`config.mk`:
```
export PLATFORM = sky130hd
export DESIGN_NAME = symbol_reorder
export DESIGN_NICKNAME = d
export VERILOG_FILES = /design/src/rtl/symbol_reorder_pkg.sv /design/src/rtl/symbol_word_buf.sv /design/src/rtl/symbol_reorder.sv
export SDC_FILE = /design/constraint.sdc
export NUM_CORES = 1
export LEC_CHECK = 0
export ABC_AREA = 1
export BUFFER_PORTS_ARGS = -buffer_cell sky130_fd_sc_hd__buf_2
export CORE_ASPECT_RATIO = 0.9
export CORE_MARGIN = 3
export CORE_UTILIZATION = 50
export CTS_BUF_LIST = sky130_fd_sc_hd__clkbuf_16
export CTS_CLUSTER_SIZE = 25
export DETAILED_ROUTE_END_ITERATION = 12
export GPL_TIMING_DRIVEN = 0
export PLACE_DENSITY_LB_ADDON = 0.1
export SETUP_SLACK_MARGIN = 0.5
export SYNTH_ARGS = -nofsm -noshare
export SYNTH_HDL_FRONTEND = slang
export SYNTH_SLANG_ARGS = --single-unit
```
`constraint.sdc`:
```
create_clock -name clk -period 1.6 [get_ports clk]
set_clock_uncertainty 0.15 [all_clocks]
set_input_delay 0.16 -clock clk [delete_from_list [all_inputs] [get_ports clk]]
set_output_delay 0.16 -clock clk [all_outputs]
set_load 0.05 [all_outputs]
```
`src/rtl/symbol_reorder_pkg.sv`:
```
// Shared types and helpers for the symbol reorderer.
// Contents: the drain-side state type, default parameter values, and the
// counter-width helper used for the fill and drain counters.
package symbol_reorder_pkg;

  typedef enum logic {
    IDLE  = 1'b0,
    DRAIN = 1'b1
  } drain_state_t;

  localparam int SYM_W_DEF         = 2;
  localparam int SYMS_PER_WORD_DEF = 4;

  // Width of a counter that indexes 0..n-1 (at least one bit).
  function automatic int cnt_width(input int n);
    return (n <= 2) ? 1 : $clog2(n);
  endfunction

endpackage

```
`src/rtl/symbol_word_buf.sv`:
```
// One word buffer of N symbols.
// Ports: clk/rst; write port (wr_en, wr_idx, wr_dat) plus the per-word order bit
// (wr_order_en, wr_order); read port rd_idx -> rd_dat, where rd_idx counts output order.
module symbol_word_buf
  import symbol_reorder_pkg::*;
#(
  parameter int SYM_W = 2,
  parameter int N     = 4
) (
  input  logic                           clk,
  input  logic                           rst,
  input  logic                           wr_en,
  input  logic [cnt_width(N)-1:0]        wr_idx,
  input  logic [SYM_W-1:0]               wr_dat,
  input  logic                           wr_order_en,
  input  logic                           wr_order,
  input  logic [cnt_width(N)-1:0]        rd_idx,
  output logic [SYM_W-1:0]               rd_dat
);

  localparam int CNT_W = cnt_width(N);
  localparam logic [CNT_W-1:0] LAST_IDX = CNT_W'(N - 1);

  logic [SYM_W-1:0] mem [N];
  logic             order;
  logic [CNT_W-1:0] slot;

  always_ff @(posedge clk or posedge rst) begin
    if (rst) begin
      for (int i = 0; i < N; i++) mem[i] <= '0;
      order <= 1'b0;
    end else begin
      if (wr_en) mem[wr_idx] <= wr_dat;
      // The order travels with the word, so a later frame cannot change it.
      if (wr_order_en) order <= wr_order;
    end
  end

  assign slot   = order ? (LAST_IDX - rd_idx) : rd_idx;
  assign rd_dat = mem[slot];

endmodule

```
`src/rtl/symbol_reorder.sv`:
```
// Groups a symbol stream into N-symbol words and re-emits each word reversed or in order.
// Ports: clk, rst; rev order select; axiiv/axiid input stream; axiov/axiod output stream,
// axiolast on the last symbol of a frame's last full word, axioerr pulse on a partial word.
module symbol_reorder
  import symbol_reorder_pkg::*;
#(
  parameter int SYM_W         = SYM_W_DEF,
  parameter int SYMS_PER_WORD = SYMS_PER_WORD_DEF
) (
  input  logic             clk,
  input  logic             rst,
  input  logic             rev,
  input  logic             axiiv,
  input  logic [SYM_W-1:0] axiid,
  output logic             axiov,
  output logic [SYM_W-1:0] axiod,
  output logic             axiolast,
  output logic             axioerr
);

  localparam int N     = SYMS_PER_WORD;
  localparam int CNT_W = cnt_width(N);
  localparam logic [CNT_W-1:0] LAST_IDX = CNT_W'(N - 1);

  // Load side
  logic             prev_vld;
  logic             frame_rev;
  logic [CNT_W-1:0] fill;
  logic             wr_sel;
  logic             first_sym;
  logic             cur_rev;
  logic             word_done;

  // Drain side
  drain_state_t     state, state_nxt;
  logic             rd_sel;
  logic [CNT_W-1:0] rd_cnt;
  logic             end_flag;
  logic             ov_nxt;
  logic [SYM_W-1:0] od_nxt;
  logic             last_nxt;

  logic [SYM_W-1:0] a_dat, b_dat;

  assign first_sym = axiiv & ~prev_vld;
  assign cur_rev   = first_sym ? rev : frame_rev;
  assign word_done = axiiv && (fill == LAST_IDX);

  always_ff @(posedge clk or posedge rst) begin
    if (rst) begin
      prev_vld  <= 1'b0;
      frame_rev <= 1'b0;
      fill      <= '0;
      wr_sel    <= 1'b0;
      axioerr   <= 1'b0;
    end else begin
      prev_vld <= axiiv;
      // A nonzero fill at the first idle sample means the frame left a partial word.
      axioerr  <= !axiiv && (fill != '0);
      if (first_sym) frame_rev <= rev;
      if (axiiv) begin
        if (word_done) begin
          fill   <= '0;
          wr_sel <= ~wr_sel;
        end else begin
          fill <= fill + 1'b1;
        end
      end else begin
        fill <= '0;
      end
    end
  end

  symbol_word_buf #(.SYM_W(SYM_W), .N(N)) u_buf_a (
    .clk         (clk),
    .rst         (rst),
    .wr_en       (axiiv && !wr_sel),
    .wr_idx      (fill),
    .wr_dat      (axiid),
    .wr_order_en (axiiv && !wr_sel && (fill == '0)),
    .wr_order    (cur_rev),
    .rd_idx      (rd_cnt),
    .rd_dat      (a_dat)
  );

  symbol_word_buf #(.SYM_W(SYM_W), .N(N)) u_buf_b (
    .clk         (clk),
    .rst         (rst),
    .wr_en       (axiiv && wr_sel),
    .wr_idx      (fill),
    .wr_dat      (axiid),
    .wr_order_en (axiiv && wr_sel && (fill == '0)),
    .wr_order    (cur_rev),
    .rd_idx      (rd_cnt),
    .rd_dat      (b_dat)
  );

  // Drain FSM: state register (plus drain datapath and registered outputs)
  always_ff @(posedge clk or posedge rst) begin
    if (rst) begin
      state    <= IDLE;
      rd_sel   <= 1'b0;
      rd_cnt   <= '0;
      end_flag <= 1'b0;
      axiov    <= 1'b0;
      axiod    <= '0;
      axiolast <= 1'b0;
    end else begin
      state    <= state_nxt;
      axiov    <= ov_nxt;
      axiod    <= od_nxt;
      axiolast <= last_nxt;
      if (word_done) begin
        rd_sel   <= wr_sel;
        rd_cnt   <= '0;
        end_flag <= 1'b0;
      end else if (state == DRAIN) begin
        rd_cnt <= (rd_cnt == LAST_IDX) ? '0 : rd_cnt + 1'b1;
        // Sticky: the frame may end any time during this word's drain.
        if (!axiiv) end_flag <= 1'b1;
      end
    end
  end

  // Drain FSM: next state
  always_comb begin
    state_nxt = state;
    case (state)
      IDLE:    if (word_done) state_nxt = DRAIN;
      DRAIN:   if ((rd_cnt == LAST_IDX) && !word_done) state_nxt = IDLE;
      default: state_nxt = IDLE;
    endcase
  end

  // Drain FSM: outputs
  always_comb begin
    ov_nxt   = 1'b0;
    od_nxt   = '0;
    last_nxt = 1'b0;
    if (state == DRAIN) begin
      ov_nxt   = 1'b1;
      od_nxt   = rd_sel ? b_dat : a_dat;
      // The frame end may be seen on this very edge, hence the live axiiv term.
      last_nxt = (rd_cnt == LAST_IDX) && (end_flag || !axiiv);
    end
  end

endmodule

```
==> metrics.md, run 1 <==
| Metric | Value |
|---|---|
| Status | finished with violations |
| Failing checks | hold timing |
| Worst setup SP type | register |
| Maximum VDD drop | 1110 uV |
| Min Tclk post-route | 1.35 ns |
| CTS H-Tree Depth | 2 |
| Type of destination of the critical path | register |
| Diodes inserted | 0 |
| Critical path type | reg2reg |
| Number of global-route vias before repair | 1318 |
| Post-route DRC | 0 |
| Die ar. | 3760 um^2 |
| Share of layout cells above drive strength 1 | 40.0% |
| WP data arrival | 1.41 ns |
| Xor and xnor area share after synthesis | 2.86% |
| Synthesis Warnings | 0 |
| GRT Resource Usage Total | 22.0% |
| Drt initial violations | 101 |
| Initial antenna violation count | 0 |
| Netlist Area Pre-Place | 1530 um^2 |
| Final setup vio count | 0 |
| Worst slew pin tran | 0.673 ns |
| Row cnt | 18 |
| Post-synthesis mux area share | 0% |
| Avg Inst Size Synth | 8.37 um^2 |
| Total negative slack | 0 ns |
| Routability cong. | 0.871 |
| # port buffers | 10 |
| Synth Area in Adders | 4.08% |
| Final Cell Area | 2220 um^2 |
| Final Max Slew Viols | 0 |
| Vias | 1274 |
| Die X | 64.3 um |
| Fmax | 738 MHz |
| Worst min path class | in2async |
| Cell mode on critical path | nand2_1 |
| Max_cap viols | 0 |
| Boundary pin count | 11 |
| CP Cell Sequence | inv_4, nand2_4, nand2_2, nand2_1, nand3_1, nand2_1, nand2_1, nand2_1, nor2_1 |
| Buf/Inv on CP | 1 |
| Netlist cell types | 18 |
| Period utilization | 84.6% |
| Final net count | 220 |
| Placed inst area | 1720 um^2 |
| Via-per-instance ratio | 5.10 |
| Seq cells post-synth | 33 |
| Total gr overflow | 0 |
| Area grow syn2layout | 44.8% |
| Largest net degree at the start of global routing | 34 |
| Largest stage delay on the critical path | 0.48 ns |
| Hold_ws | -0.181 ns |
| Main combinational cell family by area after synthesis | simple AND/OR/NAND/NOR gates |
| Mapped Cells | 183 |
| Initial core utilization | 54.0% |
| Worst-path clk slew | 0.05 ns |
| Clock latency on the worst-skew pair | 0.28 ns |
| Power density over the cells | 1970 nW/um^2 |
| Hold_buf cts | 3 |
| Critical path required time | 1.66 ns |
| Share of the synthesized area in compound gates (AO/OA/AOI/OAI) | 8.66% |
| Pleak | 0.00105 uW |
| Die height | 58.5 um |
| TritonCTS buffer count | 5 |
| CTS tree | done |
| Syn nets | 194 |
| Routed wire length | 3790 um |
| Clk buf depth | 2 |
| Remaining antenna violation count | 0 |
| Critical-path top delay cell | dfrtp_2 |
| Router iterations before antenna repair | 4 |
| Peak fanout along the critical path | 7 |
| RSZ-0062 raised after global routing | true |
| Register area share after synthesis | 53.9% |
| Relative slew slack | 55.0% |
| CP delay by family, top | simple AND/OR/NAND/NOR gates |
| First-pass GRT wire length | 6070 um |
| Fin util | 78.1% |
| Core area | 2840 um^2 |
| Area share of and/or/nand/nor cells after synthesis | 22.6% |
| Routed wire length per instance | 15.2 um |
| Clock Sinks | 33 |
| Hpwl dp | 2200 um |
| Clock Root Buffer | clkbuf_16 |
| Final count of hold timing violations | 33 |
-- cells by family after synthesis --
| group | Yosys count |
|---|---|
| AOI/OAI and AO/OA | 25 |
| xor gates and xnor gates | 5 |
| adders and majority gates | 5 |
| buffers and inverters | 30 |
| DFF | 33 |
| and+or+nand+nor | 85 |
-- Yosys cell counts --
library cell   n  area, um^2
clkbuf_2       3        15.0
nand2_2        1        6.26
buf_4          1        7.51
xor2_1         3        26.3
nand2_1       59         221
o21ai_1        2        10.0
a21oi_1        3        15.0
xnor2_1        2        17.5
dfrtp_1       33         826
ha_1           5        62.6
o21ai_0       17        85.1
a211oi_1       2        15.0
nor2_1         6        22.5
nand3_1       17        85.1
inv_1         26        97.6
nor3_1         1        5.00
o21a_1         1        7.51
or2_1          1        6.26
-- area by class of cell --
cell class | instances | area [um^2]
tap | 40 | 50.0
inverter | 26 | 121
fill | 189 | 621
timing repair buffer | 19 | 171
sequential | 33 | 831
multi-input combinational | 120 | 857
clock inverter | 3 | 12.5
clock buffer | 5 | 125
buffer | 4 | 48.8
-- metrics by stage --
stage / setup WS, ns / cells / power (uW)
after floorplan: 0.394 / 183 / 2600
after global placement: 0.118 / 233 / 2860
final: 0.246 / 250 / 4380
after global routing: 0.143 / 250 / 4690
after CTS: 0.274 / 250 / 4130
after detailed placement: 0.0604 / 233 / 2920
-- worst paths after layout --
path,startpoint,to,slack [ns],cells past startpoint
min in group clk,rev,frame_rev,0.11,4
setup reg to reg,rd_cnt[0],axiod[0],0.25,9
hold / removal,rst,state,-0.18,2
hold reg to reg,u_buf_a.mem[5],u_buf_a.mem[5],0.34,2
setup / recovery,rd_cnt[0],axiod[0],0.25,9
max in group asynchronous,rst,wr_sel,1.06,2
-- registers in the layout (all words and copies together) (netlist names), 2 cells and up --
name / count
rd_cnt: 2
u_buf_b.mem: 8
fill: 2
axiod: 2
u_buf_a.mem: 8
-- power breakdown --
group          switching [uW]  leakage (uW)  internal, uW
sequential                290      0.000407          1180
clock                     340     0.0000687           561
combinational            1170      0.000574           841
-- placed cells by master (no fill, tap or decap), types with 2 or more instances in the layout --
cell type / synthesis / final
nand2_1: 59 / 35
dfrtp_1: 33 / 29
nand2_2: 1 / 17
inv_1: 26 / 17
o21ai_1: 2 / 15
nand3_1: 17 / 13
buf_6: 0 / 9
nand2_4: 0 / 6
inv_4: 0 / 5
nor2_1: 6 / 5
clkbuf_16: 0 / 5
buf_2: 0 / 5
ha_4: 0 / 4
dfrtp_2: 0 / 4
buf_4: 1 / 3
o21ai_2: 0 / 3
nand3_4: 0 / 3
clkbuf_8: 0 / 3
dlygate4sd3_1: 0 / 3
nand2_8: 0 / 2
inv_2: 0 / 2
xor2_2: 0 / 2
a21oi_2: 0 / 2
clkinv_1: 0 / 2
-- per-layer routing --
metal	global-route usage, %	up-vias	routed length [um]
li1	-	624	-
met1	26.8	611	1570
met2	37.6	32	1990
met3	7.44	7	172
met4	6.33	0	49
met5	0	-	0
-- what timing repair did --
item	in CTS	in global routing
pin swaps	23	19
endpoints found under the setup margin	66	35
setup buffers	6	0
hold endpoints to repair	36	33
gates resized for setup	57	32
cloned	0	0
Power figures use the tool's default switching activity.
==> run 2, diff against run 1 <==
==> constraint.sdc (replaced) <==
create_clock -name clk -period 1.38 [get_ports clk]
set_clock_uncertainty 0.15 [all_clocks]
set_input_delay 0.138 -clock clk [delete_from_list [all_inputs] [get_ports clk]]
set_output_delay 0.138 -clock clk [all_outputs]
set_load 0.05 [all_outputs]
==> run 2 against run 1 <==
Flip-flop and latch count is the same. Cell count grew 1.6%. Hold slack lost 0.0010 ns. Wire length grew 11%. Setup slack lost 0.26 ns. Clock power grew 35%. Highest routed layer unchanged. Fmax shrank 2.6%. Via count grew 6.7%. Global-route usage shrank 0.12 points. Power grew 31%. Largest power group unchanged. The flow finishes with violations (hold timing, setup timing).
==> metrics.md, run 2 (synthesized netlist as in run 1, its figures left out) <==
| Metric | Value |
|---|---|
| Status | finished with violations |
| Failing checks | hold timing, setup timing |
| Die height | 58.5 um (unchanged) |
| FILL cells | 162 (-14%) |
| Routed wire length | 4200 um (+11%) |
| Routability cong. | 0.789 (-9.4%) |
| First-pass GRT wire length | 6090 um (+0.33%) |
| CTS tree | done |
| Min Tclk post-route | 1.39 ns (+0.0356 ns) |
| Number of global-route vias before repair | 1324 (+0.46%) |
| CP Cell Sequence | clkbuf_8, xor2_2, nand3_2, nand2_4, nor2_4, nor2_2 |
| Fmax | 719 MHz (-2.6%) |
| Pleak | 0.00111 uW (+5.6%) |
| Clk buf depth | 2 (unchanged) |
| Final net count | 224 (+1.8%) |
| CTS H-Tree Depth | 2 (unchanged) |
| Worst setup SP type | register |
| Total gr overflow | 0 (unchanged) |
| Clock Root Buffer | clkbuf_16 |
| Initial antenna violation count | 0 (unchanged) |
| Remaining antenna violation count | 0 (unchanged) |
| Type of destination of the critical path | register |
| Fin util | 83.0% (+4.9 points) |
| Die ar. | 3760 um^2 (unchanged) |
| Largest stage delay on the critical path | 0.40 ns (-0.08 ns) |
| GRT Resource Usage Total | 21.9% (-0.12 points) |
| Commonest non-fill, non-tap cell in the layout | nand2_1 |
| Diodes inserted | 0 (unchanged) |
| Most frequent cells in the layout | nand2_1 (32), dfrtp_1 (29), nand2_2 (19) |
| Clock Sinks | 33 (unchanged) |
| RSZ-0062 raised after global routing | true |
| Largest net degree at the start of global routing | 34 (unchanged) |
| WP data arrival | 1.45 ns (+0.04 ns) |
| Area grow syn2layout | 53.8% |
| Via-per-instance ratio | 5.35 (+5.0%) |
| Hpwl dp | 2310 um (+4.8%) |
| Power density over the cells | 2430 nW/um^2 (+23%) |
| Initial core utilization | 54.0% (unchanged) |
| TritonCTS buffer count | 5 (unchanged) |
| Vias | 1359 (+6.7%) |
| Period utilization | 101% (+16 points) |
| Max_cap viols | 0 (unchanged) |
| Pre-CTS WS | 0.0239 ns (-0.0365 ns) |
| Post-route DRC | 0 (unchanged) |
| Final count of hold timing violations | 35 (+6.1%) |
| # port buffers | 10 (unchanged) |
| Router iterations before antenna repair | 4 (unchanged) |
| Worst-path clk slew | 0.05 ns (about the same) |
| Worst slew pin tran | 0.715 ns (+0.0423 ns) |
| Total power | 5720 uW (+31%) |
| Worst min path class | in2async |
| Hold_ws | -0.182 ns (-0.00100 ns) |
| Row cnt | 18 (unchanged) |
| Critical-path top delay cell | dfrtp_1 |
| Buf/Inv on CP | 1 (unchanged) |
| Clock latency on the worst-skew pair | 0.28 ns (about the same) |
| Peak fanout along the critical path | 5 (-2) |
| Maximum VDD drop | 1480 uV (+33%) |
| Critical path required time | 1.44 ns (-0.22 ns) |
| Share of layout cells above drive strength 1 | 49.1% (+9.1 points) |
| Hold_buf cts | 1 (-2) |
| Setup ws final | -0.00994 ns (-0.256 ns) |
| Final Max Slew Viols | 0 (unchanged) |
| Routed wire length per instance | 16.5 um (+9.1%) |
| Regs by FF count | u_buf_a.mem: 8 flops, u_buf_b.mem: 8 flops |
| Boundary pin count | 11 (unchanged) |
| Relative slew slack | 52.2% (-2.8 points) |
| Critical path type | reg2reg |
| Core area | 2840 um^2 (unchanged) |
| Final setup vio count | 1 (+1) |
| Die X | 64.3 um (unchanged) |
| Drt initial violations | 149 (+48%) |
| CP delay by family, top | flip-flops |
==> run 2: final timing paths <==
check / start / to / slack, ns / depth (start not counted)
hold / removal: rst / end_flag / -0.18 / 2
setup reg to reg: rd_cnt[1] / axiod[1] / -0.01 / 6
hold reg to reg: u_buf_a.mem[4] / u_buf_a.mem[4] / 0.36 / 2
setup / recovery: rd_cnt[1] / axiod[1] / -0.01 / 6
max in group asynchronous: rst / fill[0] / 0.82 / 2
min in group clk: axiid[0] / u_buf_a.mem[0] / -0.05 / 3
==> run 2: final cells by class <==
| type | count | area (um^2) | share of cell area (%) |
|---|---|---|---|
| plain buffers | 4 | 57.6 | 2.44 |
| clock buffers | 5 | 125 | 5.31 |
| clock inverters | 3 | 37.5 | 1.59 |
| inverters | 26 | 121 | 5.15 |
| multi-input cells | 120 | 926 | 39.3 |
| flip-flops and latches | 33 | 831 | 35.3 |
| well taps | 40 | 50.0 | 2.12 |
| repair buffers | 23 | 208 | 8.82 |
==> run 2: metal layers <==
layer	part of all wire, %	vias to the layer above	global-route usage, %
met4	1.5	0	7.53
met5	0	-	0
met2	55	43	38.7
li1	-	638	-
met3	4.9	9	7.06
met1	38	669	25.3
==> run 2: timing repair <==
item,in CTS,in global routing
pin swaps,18,24
setup endpoints to repair,36,36
gates resized for setup,51,52
endpoints found under the hold margin,36,35
setup buffers,5,7
==> run 2: through the flow <==
| stage | instance area [um^2] | TNS [ns] | hold WS (ns) | instances |
|---|---|---|---|---|
| floorplan | 1650 | 0 | -0.0774 | 183 |
| global placement | 1750 | 0 | 0.112 | 233 |
| detailed placement | 1750 | 0 | 0.130 | 233 |
| CTS | 2120 | -0.0101 | -0.156 | 247 |
| global route | 2360 | -0.143 | -0.127 | 254 |
| finish | 2360 | -0.00994 | -0.182 | 254 |
==> run 2: power breakdown <==
part / internal (uW) / switching [uW] / total [uW]
Sequential: 1370 / 358 / 1730
Combinational: 1150 / 1630 / 2780
Clock: 837 / 385 / 1220
==> run 3, diff against run 2 <==
--- a/config.mk
+++ b/config.mk
@@ -9,7 +9,7 @@
 export BUFFER_PORTS_ARGS = -buffer_cell sky130_fd_sc_hd__buf_2
 export CORE_ASPECT_RATIO = 0.9
 export CORE_MARGIN = 3
-export CORE_UTILIZATION = 50
+export CORE_UTILIZATION = 49
 export CTS_BUF_LIST = sky130_fd_sc_hd__clkbuf_16
 export CTS_CLUSTER_SIZE = 25
 export DETAILED_ROUTE_END_ITERATION = 12
==> run 3 against run 2 <==
The run still ends with hold timing, setup timing left. Final area rose by 0.48%. Die area increased by 1.8%. Via count increased by 0.59%. Cell count shrank 0.79%. Fmax shrank 2.8%. Global-route usage is 1.9 points lower. Critical path type unchanged. Largest power group unchanged.
==> metrics.md, run 3 (synthesized netlist as in run 1, its figures left out) <==
| Metric | Value |
|---|---|
| Period utilization | 104% (+2.9 points) |
| Area grow syn2layout | 54.6% |
| Critical path required time | 1.44 ns (about the same) |
| TritonCTS buffer count | 5 (unchanged) |
| Remaining antenna violation count | 0 (unchanged) |
| Via-per-instance ratio | 5.42 (+1.4%) |
| Boundary pin count | 11 (unchanged) |
| Final Max Slew Viols | 0 (unchanged) |
| Row cnt | 18 (unchanged) |
| Pleak | 0.00112 uW (+0.63%) |
| Type of destination of the critical path | register |
| Critical R2R Capture | axiod[1] |
| Critical path type | reg2reg |
| Regs by FF count | u_buf_a.mem: 8 flops, u_buf_b.mem: 8 flops |
| Fmax | 699 MHz (-2.8%) |
| Fin util | 82.8% (-0.26 points) |
| Routed wire length | 4280 um (+1.9%) |
| Clk buf depth | 2 (unchanged) |
| Drt initial violations | 112 (-25%) |
| Core area | 2860 um^2 (+0.79%) |
| CTS tree | done |
| Initial antenna violation count | 0 (unchanged) |
| Vias | 1367 (+0.59%) |
| Setup ws final | -0.0502 ns (-0.0402 ns) |
| Final net count | 222 (-0.89%) |
| Worst slew pin tran | 0.702 ns (-0.0136 ns) |
| Share of layout cells above drive strength 1 | 47.2% (-1.9 points) |
| Critical-path top delay cell | dfrtp_2 |
| Commonest non-fill, non-tap cell in the layout | nand2_1 |
| Reg2reg start | rd_cnt[0] |
| Worst min path class | in2async |
| Final setup vio count | 2 (+1) |
| Failing checks | hold timing, setup timing |
| Worst setup SP type | register |
| Clock latency on the worst-skew pair | 0.28 ns (about the same) |
| Worst reg2reg setup slack | -0.05 ns (-0.04 ns) |
| Power density over the cells | 2470 nW/um^2 (+1.6%) |
| Routed wire length per instance | 17.0 um (+2.7%) |
| Final Cell Area | 2370 um^2 (+0.48%) |
| CTS H-Tree Depth | 2 (unchanged) |
| Final count of hold timing violations | 35 (unchanged) |
| Post-route DRC | 0 (unchanged) |
| Status | finished with violations |
| Largest net degree at the start of global routing | 34 (unchanged) |
| Clock Root Buffer | clkbuf_16 |
| # port buffers | 10 (unchanged) |
| RSZ-0062 raised after global routing | true |
| Min Tclk post-route | 1.43 ns (+0.0402 ns) |
| Clock Sinks | 33 (unchanged) |
| Placed inst area | 1750 um^2 (unchanged) |
| Worst-path clk slew | 0.05 ns (about the same) |
| Hold_buf cts | 1 (unchanged) |
| R2r worst-path depth | 8 (+2) |
| Hold_ws | -0.186 ns (-0.00422 ns) |
| Pre-CTS WS | 0.0441 ns (+0.0202 ns) |
| Total power | 5850 uW (+2.1%) |
| Die height | 59.0 um (+0.91%) |
| Die X | 64.9 um (+0.92%) |
| GRT Resource Usage Total | 20.0% (-1.9 points) |
| Hpwl dp | 2140 um (-7.1%) |
| Peak fanout along the critical path | 5 (unchanged) |
| Routability cong. | 0.811 (+2.7%) |
| Most frequent cells in the layout | nand2_1 (32), dfrtp_1 (29), nand2_2 (17) |
| Total gr overflow | 0 (unchanged) |
| Relative slew slack | 53.1% (+0.91 points) |
| Diodes inserted | 0 (unchanged) |
| CP Cell Sequence | buf_6, nand2_2, nand2_4, nand2_1, nand3_1, nand2_1, nor2_1, nor2_1 |
| Buf/Inv on CP | 1 (unchanged) |
| First-pass GRT wire length | 5600 um (-8.0%) |
| CP delay by family, top | simple AND/OR/NAND/NOR gates |
| Max_cap viols | 0 (unchanged) |
| Maximum VDD drop | 2090 uV (+42%) |
| Largest stage delay on the critical path | 0.47 ns (+0.07 ns) |
| WP data arrival | 1.49 ns (+0.04 ns) |
| Initial core utilization | 53.5% (-0.42 points) |
| Die ar. | 3830 um^2 (+1.8%) |
| Router iterations before antenna repair | 4 (unchanged) |
| Number of global-route vias before repair | 1234 (-6.8%) |
run 3: changes by cell type in the layout (fill, tap and decap cells not counted), sizes merged:
cell,delta
clkinvlp,+1
buf,-2
inv,-3
clkinv,+1
bufinv,+1
run 3: report_power, final:
part	total, uW	internal (uW)	leakage, uW	switching (uW)
clock network	1440	1030	0.0000938	406
logic	2680	1110	0.000615	1570
registers	1730	1370	0.000407	360
run 3: worst max-delay path by stage:
stage,depth (start not counted),startpoint,to
global route,8,rd_cnt[0],axiod[1]
CTS,8,rd_cnt[0],axiod[1]
detailed placement,8,rd_cnt[0],axiod[1]
floorplan,10,u_buf_b.order,axiod[0]
finish,8,rd_cnt[0],axiod[1]
global placement,8,rd_cnt[0],axiod[1]
run 3: per-layer routing:
metal | GRT usage (%) | wire (um) | vias up
li1 | - | - | 627
met1 | 25.0 | 1680 | 684
met2 | 33.4 | 2230 | 39
met3 | 5.12 | 185 | 17
met4 | 8.13 | 179 | 0
met5 | 0 | 0 | -
run 3: per-stage QoR:
stage	std cells	setup TNS (ns)	hold WS, ns
after floorplan	183	0	-0.0774
after global placement	233	0	0.112
after detailed placement	233	0	0.127
after CTS	250	0	-0.164
after global routing	252	-0.195	-0.135
final	252	-0.0537	-0.186
run 3: layout make-up:
| type | instances | area (um^2) |
|---|---|---|
| clock inverter | 3 | 65.1 |
| tap | 40 | 50.0 |
| sequential | 33 | 831 |
| clock buffer | 5 | 125 |
| fill | 157 | 493 |
| inverter | 26 | 130 |
| timing repair buffer | 21 | 196 |
| buffer | 4 | 57.6 |
| multi-input combinational | 120 | 912 |
run 3: what timing repair did:
item	in CTS	in global routing
endpoints found under the hold margin	36	35
pin swaps	13	18
gates cloned	0	0
setup buffers	8	2
setup endpoints to repair	36	36
resized for setup	38	63
